<file path="src/rtl/cpu16_pkg.sv">
// -----------------------------------------------------------------------------
// cpu16_pkg
// Shared constants and types for the 16-bit CPU datapath blocks.
//   WORD_W      : datapath width in bits
//   SHAMT_W     : shift-amount width (max shift = 2**SHAMT_W - 1)
//   shl_state_t : control states of the iterative left shifter
// -----------------------------------------------------------------------------
package cpu16_pkg;

    localparam int WORD_W  = 16;
    localparam int SHAMT_W = 4;

    typedef enum logic [1:0] {
        IDLE  = 2'd0,
        SHIFT = 2'd1,
        DONE  = 2'd2
    } shl_state_t;

endpackage

</file>
<file path="src/rtl/shl_iter_unit_if.sv">
// -----------------------------------------------------------------------------
// shl_iter_unit_if
// Request/response bundle of the iterative left shifter.
//   start, a, shamt (and rot when SHL_ROTATE_EN is defined) : requester -> unit
//   busy, done, result, carry, ovf                           : unit -> requester
// Modports: master = requester (ALU / testbench), slave = shl_iter_unit.
// Optional feature macro: SHL_ROTATE_EN (adds the rot request bit).
// -----------------------------------------------------------------------------
interface shl_iter_unit_if;
    import cpu16_pkg::*;

    logic               start;
    logic [WORD_W-1:0]  a;
    logic [SHAMT_W-1:0] shamt;
`ifdef SHL_ROTATE_EN
    logic               rot;
`endif
    logic               busy;
    logic               done;
    logic [WORD_W-1:0]  result;
    logic               carry;
    logic               ovf;

`ifdef SHL_ROTATE_EN
    modport master (output start, a, shamt, rot,
                    input  busy, done, result, carry, ovf);
    modport slave  (input  start, a, shamt, rot,
                    output busy, done, result, carry, ovf);
`else
    modport master (output start, a, shamt,
                    input  busy, done, result, carry, ovf);
    modport slave  (input  start, a, shamt,
                    output busy, done, result, carry, ovf);
`endif

endinterface

</file>
<file path="src/rtl/shl_iter_unit.sv">
// -----------------------------------------------------------------------------
// shl_iter_unit
// Multi-cycle logical left shifter: shifts one bit per clock under a
// start/done handshake and reports carry-out and a sticky signed-overflow flag.
// Ports:
//   clk   : system clock, rising edge
//   rst_n : asynchronous active-low reset (discards any operation in flight)
//   bus   : shl_iter_unit_if.slave (start/a/shamt[/rot] in,
//           busy/done/result/carry/ovf out)
// Optional feature macro: SHL_ROTATE_EN -- adds rot; when set, each step
// rotates instead of shifting and ovf is held at 0.
// -----------------------------------------------------------------------------
module shl_iter_unit
    import cpu16_pkg::*;
(
    input  logic          clk,
    input  logic          rst_n,
    shl_iter_unit_if.slave bus
);

    shl_state_t         state_reg;
    logic [WORD_W-1:0]  result_reg;
    logic [SHAMT_W-1:0] count_reg;
    logic               carry_reg;
    logic               ovf_reg;

    // Bit entering position 0 and the per-step sign-change term.
    logic               fill_bit;
    logic               ovf_step;

`ifdef SHL_ROTATE_EN
    logic               rot_reg;

    assign fill_bit = rot_reg & result_reg[WORD_W-1];
    // Rotation is not an arithmetic operation, so it never flags overflow.
    assign ovf_step = ~rot_reg & (result_reg[WORD_W-1] ^ result_reg[WORD_W-2]);

    always_ff @(posedge clk or negedge rst_n) begin
        if (!rst_n) begin
            rot_reg <= 1'b0;
        end else if (state_reg == IDLE && bus.start) begin
            rot_reg <= bus.rot;
        end
    end
`else
    assign fill_bit = 1'b0;
    // The sign changes on this step when the bit about to become the MSB
    // differs from the current MSB.
    assign ovf_step = result_reg[WORD_W-1] ^ result_reg[WORD_W-2];
`endif

    always_ff @(posedge clk or negedge rst_n) begin
        if (!rst_n) begin
            state_reg  <= IDLE;
            result_reg <= '0;
            count_reg  <= '0;
            carry_reg  <= 1'b0;
            ovf_reg    <= 1'b0;
        end else begin
            case (state_reg)
                IDLE: begin
                    if (bus.start) begin
                        result_reg <= bus.a;
                        count_reg  <= bus.shamt;
                        carry_reg  <= 1'b0;
                        ovf_reg    <= 1'b0;
                        // A zero shift still goes through DONE so the
                        // requester always sees exactly one done pulse.
                        state_reg  <= (bus.shamt != '0) ? SHIFT : DONE;
                    end
                end
                SHIFT: begin
                    result_reg <= {result_reg[WORD_W-2:0], fill_bit};
                    carry_reg  <= result_reg[WORD_W-1];
                    ovf_reg    <= ovf_reg | ovf_step;
                    count_reg  <= count_reg - SHAMT_W'(1);
                    if (count_reg == SHAMT_W'(1)) begin
                        state_reg <= DONE;
                    end
                end
                DONE: begin
                    state_reg <= IDLE;
                end
                default: begin
                    state_reg <= IDLE;
                end
            endcase
        end
    end

    assign bus.busy   = (state_reg != IDLE);
    assign bus.done   = (state_reg == DONE);
    assign bus.result = result_reg;
    assign bus.carry  = carry_reg;
    assign bus.ovf    = ovf_reg;

endmodule
</file>
<file path="src/flat_wrapper.sv">
// flat-port wrapper written by rule: the top's interface ports become plain ports
module shl_iter_unit_flat import cpu16_pkg::*;
  (clk, rst_n, bus_start, bus_a, bus_shamt, bus_busy, bus_done, bus_result, bus_carry, bus_ovf);
  shl_iter_unit_if bus_i ();
  input  logic clk;
  input  logic rst_n;
  input wire logic [$bits(bus_i.start)-1:0] bus_start;
  input wire logic [$bits(bus_i.a)-1:0] bus_a;
  input wire logic [$bits(bus_i.shamt)-1:0] bus_shamt;
  output wire logic [$bits(bus_i.busy)-1:0] bus_busy;
  output wire logic [$bits(bus_i.done)-1:0] bus_done;
  output wire logic [$bits(bus_i.result)-1:0] bus_result;
  output wire logic [$bits(bus_i.carry)-1:0] bus_carry;
  output wire logic [$bits(bus_i.ovf)-1:0] bus_ovf;
  assign bus_i.start = bus_start;
  assign bus_i.a = bus_a;
  assign bus_i.shamt = bus_shamt;
  assign bus_busy = bus_i.busy;
  assign bus_done = bus_i.done;
  assign bus_result = bus_i.result;
  assign bus_carry = bus_i.carry;
  assign bus_ovf = bus_i.ovf;
  shl_iter_unit u_core (.clk(clk), .rst_n(rst_n), .bus(bus_i));
endmodule
</file>
<file path="config.mk">
export PLATFORM = sky130hd
export DESIGN_NAME = shl_iter_unit_flat
export DESIGN_NICKNAME = d
export VERILOG_FILES = /design/src/rtl/cpu16_pkg.sv /design/src/rtl/shl_iter_unit_if.sv /design/src/rtl/shl_iter_unit.sv /design/src/flat_wrapper.sv
export SDC_FILE = /design/constraint.sdc
export NUM_CORES = 1
export LEC_CHECK = 0
export ABC_AREA = 1
export CORE_MARGIN = 2
export CORE_UTILIZATION = 41
export CTS_BUF_LIST = sky130_fd_sc_hd__clkbuf_8
export CTS_CLUSTER_SIZE = 16
export DETAILED_ROUTE_END_ITERATION = 8
export PLACE_DENSITY_LB_ADDON = 0.25
export SLEW_MARGIN = 20
export SYNTH_ARGS = -nofsm -noshare
export SYNTH_HDL_FRONTEND = slang
export SYNTH_SLANG_ARGS = --single-unit
export TNS_END_PERCENT = 50
</file>
<file path="constraint.sdc">
create_clock -name clk -period 1.1 [get_ports clk]
set_input_delay 0.11 -clock clk [delete_from_list [all_inputs] [get_ports clk]]
set_output_delay 0.11 -clock clk [all_outputs]
set_load 0.02 [all_outputs]
</file>
==> impl_metrics.yaml, run 1 <==
status:
  status: "finished, violations left"
  violations: "setup timing"
power:
  power_frac_clock_pct: 9.5
  p_seq_share_pct: 25.0
  p_comb_share_pct: 65.5
  internal-power_uw: 3540
  switching_share_pct: 44.2
  power_density_mw_per_mm2: 3020
  switchingPower_uw: 2800
  ir_worst_vdd_v: 0.00227
  p_leak_uw: 0.00103
hold_path:
  min_path_type: "input port to asynchronous set/reset pin"
final_layout:
  fin_nets: 248
  fill_cells: 204
  largest_reg_flops: 16
  syn_to_final_growth_pct: 79.2
  diodes: 0
  drive_gt1_share_pct: 36.9
detailed_routing:
  routed_wl_mm: 3.77
  drt-vias-per-instance: 5.08
  dr_total_vias: 1284
  drcViolationCount: 0
  wl_per_cell_microns: 14.9
  drtIter0Drc: 57
  ant_nets: 0
  drt_first_pass_iters: 4
sta:
  skew_ns: 0.00275
  final.min_clock_period_ns: 1.21
  rsz0062_at_grt: "yes"
  maxSlewHeadroom_pct: 82.9
  fin_ws_ns: -0.107
  hold_viol: 0
  setup_viol: 26
  fmax_ghz: 0.828
  drv_slew: 0
  post-route-period-util_pct: 110
  tightest_slew_ns: 0.256
  timing.hold.ws_ns: 0.191
synthesis:
  ys_ff_latch: 24
  synth-compound-area-share_pct: 10.1
  syn_inst: 144
  synth_top_family_by_area: "simple AND/OR/NAND/NOR gates"
  synth_mux_area_share_pct: 0
  synth_xor_area_share_pct: 0
  syn_area_per_cell_sq_um: 8.14
  synth-simple-area-share_pct: 30.4
  synthesis.nets: 169
  yosysUniqueCellTypes: 21
  synthAdderAreaFrac_pct: 2.13
  synth_warnings: 0
  post_synth_instance_area_sq_mm: 0.00117
  yosysSeqAreaShare_pct: 51.2
global_route:
  antenna_found_initial: 0
  grt_pass1_wl_mm: 5.83
  grt_usage_pct: 23.0
  grt_max_degree: 25
  grt_pass1_vias: 1293
  grt_overflow: 0
floorplanning:
  die_area_sq_mm: 0.00330
  core_area_sq_mm: 0.00273
  dieWidth_microns: 57.5
  die-height_microns: 57.5
  ioPinCount: 43
  row_count: 19
  initial_core_util_pct: 42.9
setup_path:
  startpoint_type: "register"
  rr_startpoint: "u_core.state_reg[0]$_DFFE_PN0P_"
  arrival_ns: 1.39
  worstSetupPathType: "register to register"
  r2r_end: "u_core.bus.ovf$_DFFE_PN0P_"
  r2r_cells: 6
  regToRegSetupSlack_ns: -0.11
  required_ns: 1.29
  end_kind: "register"
  worstPathMaxFanout: 5
clock_network:
  cts_tree: "yes"
  cts_max_level: 1
  clk_latency_ns: 0.26
  clockBufferDepth: 2
  cts.clk_slew.worst_paths_ns: 0.09
  root_buffer: "clkbuf_8"
  holdBufCountCts: 0
  cts_buffers: 3
  clock-sinks: 24
flow_run:
  max_cap_viol_count: 0
place:
  dpl.hpwl_mm: 2.43
  dp_slack_ns: -0.194
  port_buffers: 42
  place_congestion: 0.850
## worst max path at each step
stage                                         start                                end  slack (ns)
floorplan           u_core.state_reg[1]$_DFFE_PN0P_  u_core.bus.result[10]$_DFFE_PN0P_       -0.03
global placement                          bus_start   u_core.bus.result[2]$_DFFE_PN0P_       -0.18
detailed placement                        bus_start   u_core.bus.result[6]$_DFFE_PN0P_       -0.19
CTS                 u_core.state_reg[0]$_DFFE_PN0P_    u_core.count_reg[1]$_DFFE_PN0P_       -0.13
global route        u_core.state_reg[0]$_DFFE_PN0P_  u_core.bus.result[14]$_DFFE_PN0P_       -0.18
finish              u_core.state_reg[0]$_DFFE_PN0P_         u_core.bus.ovf$_DFFE_PN0P_       -0.11
## timing repair
| item | in CTS | in global routing |
|---|---|---|
| setup buffers | 1 | 1 |
| gates resized for setup | 50 | 52 |
| hold endpoints to repair | 0 | 0 |
| pin swaps | 8 | 14 |
| gates cloned | 1 | 1 |
| endpoints found under the setup margin | 44 | 42 |
## cells by family (layout without fill, tap and decap cells)
family	after synthesis	after routing
simple gates	83	84
buf+inv	14	91
fa+ha+maj	2	2
flops	24	24
compound gates	21	21
## layout by cell type (no fill, tap or decap), types with 2 or more instances in the layout
cell type / netlist / final
clkdlybuf4s50_1: 0 / 22
nand2_8: 0 / 2
o22ai_1: 2 / 2
clkdlybuf4s15_1: 0 / 13
nand2_1: 50 / 36
buf_4: 2 / 28
clkbuf_2: 0 / 4
clkbuf_8: 0 / 4
inv_2: 2 / 2
nand2_4: 2 / 6
nand3_1: 13 / 6
o21ai_1: 4 / 8
buf_12: 0 / 2
nor2_1: 14 / 14
nand2_2: 1 / 10
nand3_2: 0 / 6
nor2_4: 1 / 2
o21ai_2: 0 / 6
inv_1: 7 / 7
buf_6: 1 / 6
dfrtp_1: 24 / 24
ha_1: 2 / 2
o211ai_1: 3 / 3
## synthesized netlist by cell type (all sizes together)
cell type / n / area (sq um)
nor3: 1 / 5.00
ha: 2 / 25.0
nand3: 13 / 65.1
o211ai: 3 / 22.5
a21oi: 1 / 8.76
buf: 4 / 31.3
dfrtp: 24 / 601
o21ai: 15 / 75.1
o22ai: 2 / 12.5
nand2: 53 / 216
nor2: 16 / 70.1
inv: 10 / 40.1
## power by group through the flow
stage	clock (uW)	sequential, uW	combinational, uW
3_5_place_dp	0	1590	3590
2_1_floorplan	0	1990	1310
4_1_cts	604	1570	3750
3_3_place_gp	0	1560	3490
6_report	605	1580	4150
5_1_grt	642	1630	4490
## cell type report
type                            count  area (sq um)  area share, %
Timing Repair Buffer               77           702           33.4
Multi-Input combinational cell    107           659           31.4
Sequential cell                    24           601           28.6
Clock buffer                        4          55.1           2.62
Inverter                           10          45.0           2.14
Tap cell                           31          38.8           1.85
## through the flow
stage	setup TNS (ns)	util (%)	total power, uW	cell area [sq um]	instances
after global routing	-3.62	76.8	6760	2100	253
after floorplan	-0.202	-	3300	1170	144
after global placement	-3.34	68.3	5060	1870	245
final	-1.78	76.8	6340	2100	253
after detailed placement	-3.53	68.3	5180	1870	245
after CTS	-1.69	72.5	5920	1980	251
## critical path: stages (launching register included)
cell     delay (ns)
dfrtp_1        0.39
inv_2          0.07
buf_6          0.12
nor2_4         0.17
buf_6          0.16
o21ai_2        0.06
o21ai_1        0.15
## metal layers
layer	vias up	share of wire (%)	wire length, microns	global-route usage (%)
met2	39	54	2030	40.4
met5	-	0	0	0
met4	0	0.95	36	5.98
met1	619	41	1550	29.6
li1	622	-	-	-
met3	4	4.1	155	3.17
Note: power is estimated with default switching activity, not from simulation.
==> run 2: changes to the inputs <==
--- a/config.mk
+++ b/config.mk
@@ -12,7 +12,7 @@
 export CTS_CLUSTER_SIZE = 16
 export DETAILED_ROUTE_END_ITERATION = 8
 export PLACE_DENSITY_LB_ADDON = 0.25
-export SLEW_MARGIN = 20
+export SLEW_MARGIN = 25
 export SYNTH_ARGS = -nofsm -noshare
 export SYNTH_HDL_FRONTEND = slang
 export SYNTH_SLANG_ARGS = --single-unit
==> results of run 2 <==
Same layout as run 1: the final DEF is identical, and so are final timing and power.
==> patch 1: new RTL, config.mk and constraints of run 1 <==
Set the package constant `SHAMT_W` to 6 (it was 4).
--- a/src/rtl/cpu16_pkg.sv
+++ b/src/rtl/cpu16_pkg.sv
@@ -10,3 +10,3 @@
     localparam int WORD_W  = 16;
-    localparam int SHAMT_W = 4;
+    localparam int SHAMT_W = 6;
 
Ports: changed (resized bus_shamt); port bits go from 43 to 45. The function was not compared with the original's and may differ.
==> patch 1 against run 1 <==
- the run still ends with negative setup slack left
- critical path depth rose by 1
- routed wire length fell by 6.7%
- setup slack got worse by 0.081 ns
- sequential share of layout area rose by 2.2 points
- largest cell class is now flip-flops and latches
- power rose by 1.2%
- sequential cell count rose by 2
- synthesized area rose by 19%
- global-route usage fell by 3.7 points
- largest power group unchanged
- cell count rose by 15%
- cell area rose by 0.89%
==> patch 1: results (changes against run 1) <==
| Metric | Value |
|---|---|
| Signal buf overhead | `29.75% (was 33.41%)` |
| Met3 Usage GRT | `3.261% (was 3.175%)` |
| Post-Syn Area per Cell | `7.737 um^2 (was 8.141 um^2)` |
| WL met2 | `1842 um (was 2034 um)` |
| Worst Path Arrival | `1.44 ns (was 1.39 ns)` |
| Final WL | `3523 um (was 3774 um)` |
| Met1 Use GR | `23.25% (was 29.60%)` |
| Layout Nets | `273 (was 248)` |
| Final worst slack | `-0.1880 ns (was -0.1074 ns)` |
| Slew headroom | `85.33% (was 82.85%)` |
| Hold slack final | `0.1833 ns (was 0.1910 ns)` |
| Seq/total area | `30.76% (was 28.59%)` |
| Clkbuf count | `3 (was 4)` |
| Post-DR wirelength/cell | `12.15 um (was 14.92 um)` |
| Fraction of area in multi-input gates | `30.52% (was 31.39%)` |
| Reg-to-reg endpoint | `u_core.bus.result[8]$_DFFE_PN0P_ (was u_core.bus.ovf$_DFFE_PN0P_)` |
| Post-synth top cells | `nand2_1 (60), dfrtp_1 (26), inv_1 (17) (was nand2_1 (50), dfrtp_1 (24), nor2_1 (14))` |
| Post-synth net total | `207 (was 169)` |
| Leakage | `1.026 nW (was 1.032 nW)` |
| Final setup fails | `27 (was 26)` |
| # Taps | `46 (was 31)` |
| Area grow syn2layout | `52.20% (was 79.19%)` |
| Top cells by area, synth | `dfrtp_1 (47%), nand2_1 (16%), nand3_1 (5.0%) (was dfrtp_1 (51%), nand2_1 (16%), nand3_1 (5.5%))` |
| Met3 WL | `112 um (was 155 um)` |
| Register-to-Register Path Depth | `7 (was 6)` |
| Final setup TNS | `-3.106 ns (was -1.777 ns)` |
| Failing checks | `negative setup slack (unchanged)` |
| Seq cells | `26 (was 24)` |
| DR iter-0 viols | `71 (was 57)` |
| DP Wirelength | `2478 um (was 2431 um)` |
| Status | `complete, but fails checks (unchanged)` |
| DP Area | `0.001993 mm^2 (was 0.001868 mm^2)` |
## patch 1: cell types whose count changed after synthesis, moves of 2 or more
cell      before  now
o21ai_1        4   14
o22ai_1        2    0
a21oi_1        0    2
o21ai_0       11   14
nand2_4        2    0
o211ai_1       3    0
nor2_1        14    9
buf_6          1    4
o21a_1         0    6
inv_1          7   17
nand2_1       50   60
dfrtp_1       24   26
## patch 1: critical path, delay by kind of cell, from the launching register on
| family | cells | cell delay, ns |
|---|---|---|
| buffers and inverters | 4 | 0.41 |
| AOI/OAI and AO/OA | 1 | 0.16 |
| DFF | 1 | 0.40 |
| and+or+nand+nor | 2 | 0.20 |
## patch 1: repair_timing
action / in CTS / in global routing
buffers inserted: 4 / 0
gates resized for setup: 57 / 25
pin swaps: 1 / 1
endpoints found under the setup margin: 45 / 43
hold buffers: 0 / 0
gates cloned: 1 / 0
==> patch 2: new RTL, config.mk and constraints of run 1 <==
Made on the original files. Encoding of `shl_state_t`: now one-hot (3 bits for 3 states).
--- a/src/rtl/cpu16_pkg.sv
+++ b/src/rtl/cpu16_pkg.sv
@@ -12,6 +12,6 @@
 
-    typedef enum logic [1:0] {
-        IDLE  = 2'd0,
-        SHIFT = 2'd1,
-        DONE  = 2'd2
+    typedef enum logic [2:0] {
+        IDLE  = 3'b001,
+        SHIFT = 3'b010,
+        DONE  = 3'b100
     } shl_state_t;
Check against the original RTL: no difference found for any inputs over 10 cycles, from zero or initial values and one cycle with rst_n low; not proved beyond that.
==> patch 2 against run 1 <==
- the run still ends with negative setup slack left
- fmax fell by 6.3%
- cell area shrank 5.1%
- non-clock buffer count down 20
- global-route usage decreased by 5.8 points
- synthesized area grew 12%
- routed wire length is 21% lower
- sequential cell count grew 1
- count of clock-buffer cells in the layout decreased by 1
- cell count is 5.1% higher
- power fell by 13%
- hold slack got worse by 0.0097 ns
- setup slack got worse by 0.082 ns
- critical path type unchanged
==> patch 2: results (changes against run 1) <==
| Metric | Value |
|---|---|
| Status | `complete, but fails checks (unchanged)` |
| Failing checks | `negative setup slack (unchanged)` |
| Post-synth top cells | `nand2_1 (50), dfrtp_1 (24), inv_1 (22) (was nand2_1 (50), dfrtp_1 (24), nor2_1 (14))` |
| Most used DFF post-synth | `dfrtp_1 (unchanged)` |
| Final WL | `2980 um (was 3774 um)` |
| Leakage | `0.9827 nW (was 1.032 nW)` |
| Worst Setup EP | `u_core.bus.result[4]$_DFFE_PN0P_ (was u_core.bus.ovf$_DFFE_PN0P_)` |
| Via density | `4.695 (was 5.075)` |
| Top cells by area, synth | `dfrtp_1 (46%), nand2_1 (14%), o21ai_1 (6.9%) (was dfrtp_1 (51%), nand2_1 (16%), nand3_1 (5.5%))` |
| CTS buffer count | `3 (unchanged)` |
| Final worst slack | `-0.1889 ns (was -0.1074 ns)` |
| Filler cells | `280 (was 204)` |
| Area of the multi-input gates | `573.1 um^2 (was 659.4 um^2)` |
| Slew headroom | `85.99% (was 82.85%)` |
| Worst Path Arrival | `1.46 ns (was 1.39 ns)` |
| Post-DR wirelength/cell | `11.20 um (was 14.92 um)` |
| Worst-path clk slew | `0.09 ns (about the same)` |
| Final setup fails | `27 (was 26)` |
| Post-synth net total | `193 (was 169)` |
| Share of cells above drive strength 1 | `20.27% (was 36.94%)` |
| Worst-case clock buffer depth | `2 (unchanged)` |
| Worst r2r src | `u_core.state_reg[0]$_DFFE_PN1P_ (was u_core.state_reg[0]$_DFFE_PN0P_)` |
| Seq/Total Area, Yosys | `47.71% (was 51.23%)` |
| Worst vdd ir | `1395 uV (was 2267 uV)` |
| Placed Cells | `260 (was 245)` |
| DP Wirelength | `2111 um (was 2431 um)` |
| Routability cong. | `0.7741 (was 0.8502)` |
| Vias in the first global route | `1101 (was 1293)` |
| Setup Buffers After CTS | `0 (was 1)` |
| CP max FO | `12 (was 5)` |
| Cells after synthesis | `168 (was 144)` |
| Final setup TNS | `-4.019 ns (was -1.777 ns)` |
| First-pass GRT wire length | `4705 um (was 5830 um)` |
| DP Area | `0.001906 mm^2 (was 0.001868 mm^2)` |
| PostCTS Resize Cnt | `44 (was 50)` |
| GRT overflow | `0 (unchanged)` |
| Layout Skew | `0.001347 ns (was 0.002753 ns)` |
| Maximum number of pins on one net before global-route repair | `26 (was 25)` |
| Synth cell types | `23 (was 21)` |
| Gr usage total | `17.18% (was 23.00%)` |
| YS warnings | `0 (unchanged)` |
## patch 2: changes by cell type after synthesis, sizes merged, moves of 2 or more
cell    delta
nand3      -6
o21ai     +21
nand2      -2
buf        +2
inv       +15
o22ai      -2
o211ai     -3
nor2       -6
## patch 2: worst max-delay path, cell delays in order, from the launching register on
cell and delay, ns:
dfstp_2 0.59, inv_2 0.06, nand3_4 0.11, nand2_4 0.12, clkbuf_16 0.19, nand2_1 0.06, o21ai_1 0.06
## patch 2: layout make-up
| type | count | share of cell area, % |
|---|---|---|
| sequential | 25 | 31.45 |
| clock inverter | 1 | 0.2511 |
| multi-input combinational | 111 | 28.75 |
| inverter | 25 | 4.708 |
| tap | 44 | 2.762 |
| clock buffer | 3 | 2.072 |
| timing repair buffer | 57 | 30.01 |
## patch 2: cell families after synthesis
| logic type | Yosys count | share of synthesized area, % |
|---|---|---|
| AOI/OAI and AO/OA | 37 | 14.95 |
| DFF | 25 | 47.71 |
| and+or+nand+nor | 70 | 22.67 |
| xor gates and xnor gates | 2 | 1.334 |
| buffers and inverters | 32 | 11.43 |
| adders and majority gates | 2 | 1.904 |
## patch 2: metrics by stage
stage | setup slack (ns) | hold WS (ns)
final | -0.1889 | 0.1813
after global routing | -0.2835 | 0.1925
after CTS | -0.2296 | 0.1904
after detailed placement | -0.2441 | 0.4855
after global placement | -0.1743 | 0.4832
after floorplan | -0.1055 | -0.1856
## patch 2: layer usage
layer / GRT usage, % / share of wire (%)
met1: 22.18 / 45
met2: 28.26 / 49
met3: 3.198 / 4.3
met4: 7.453 / 1.7
met5: 0 / 0
## patch 2: power breakdown
group	switching, mW	internal [mW]	total (mW)
sequential	0.284	1.37	1.66
clock	0.301	0.254	0.555
combinational	1.79	1.51	3.30
total	2.38	3.14	5.51
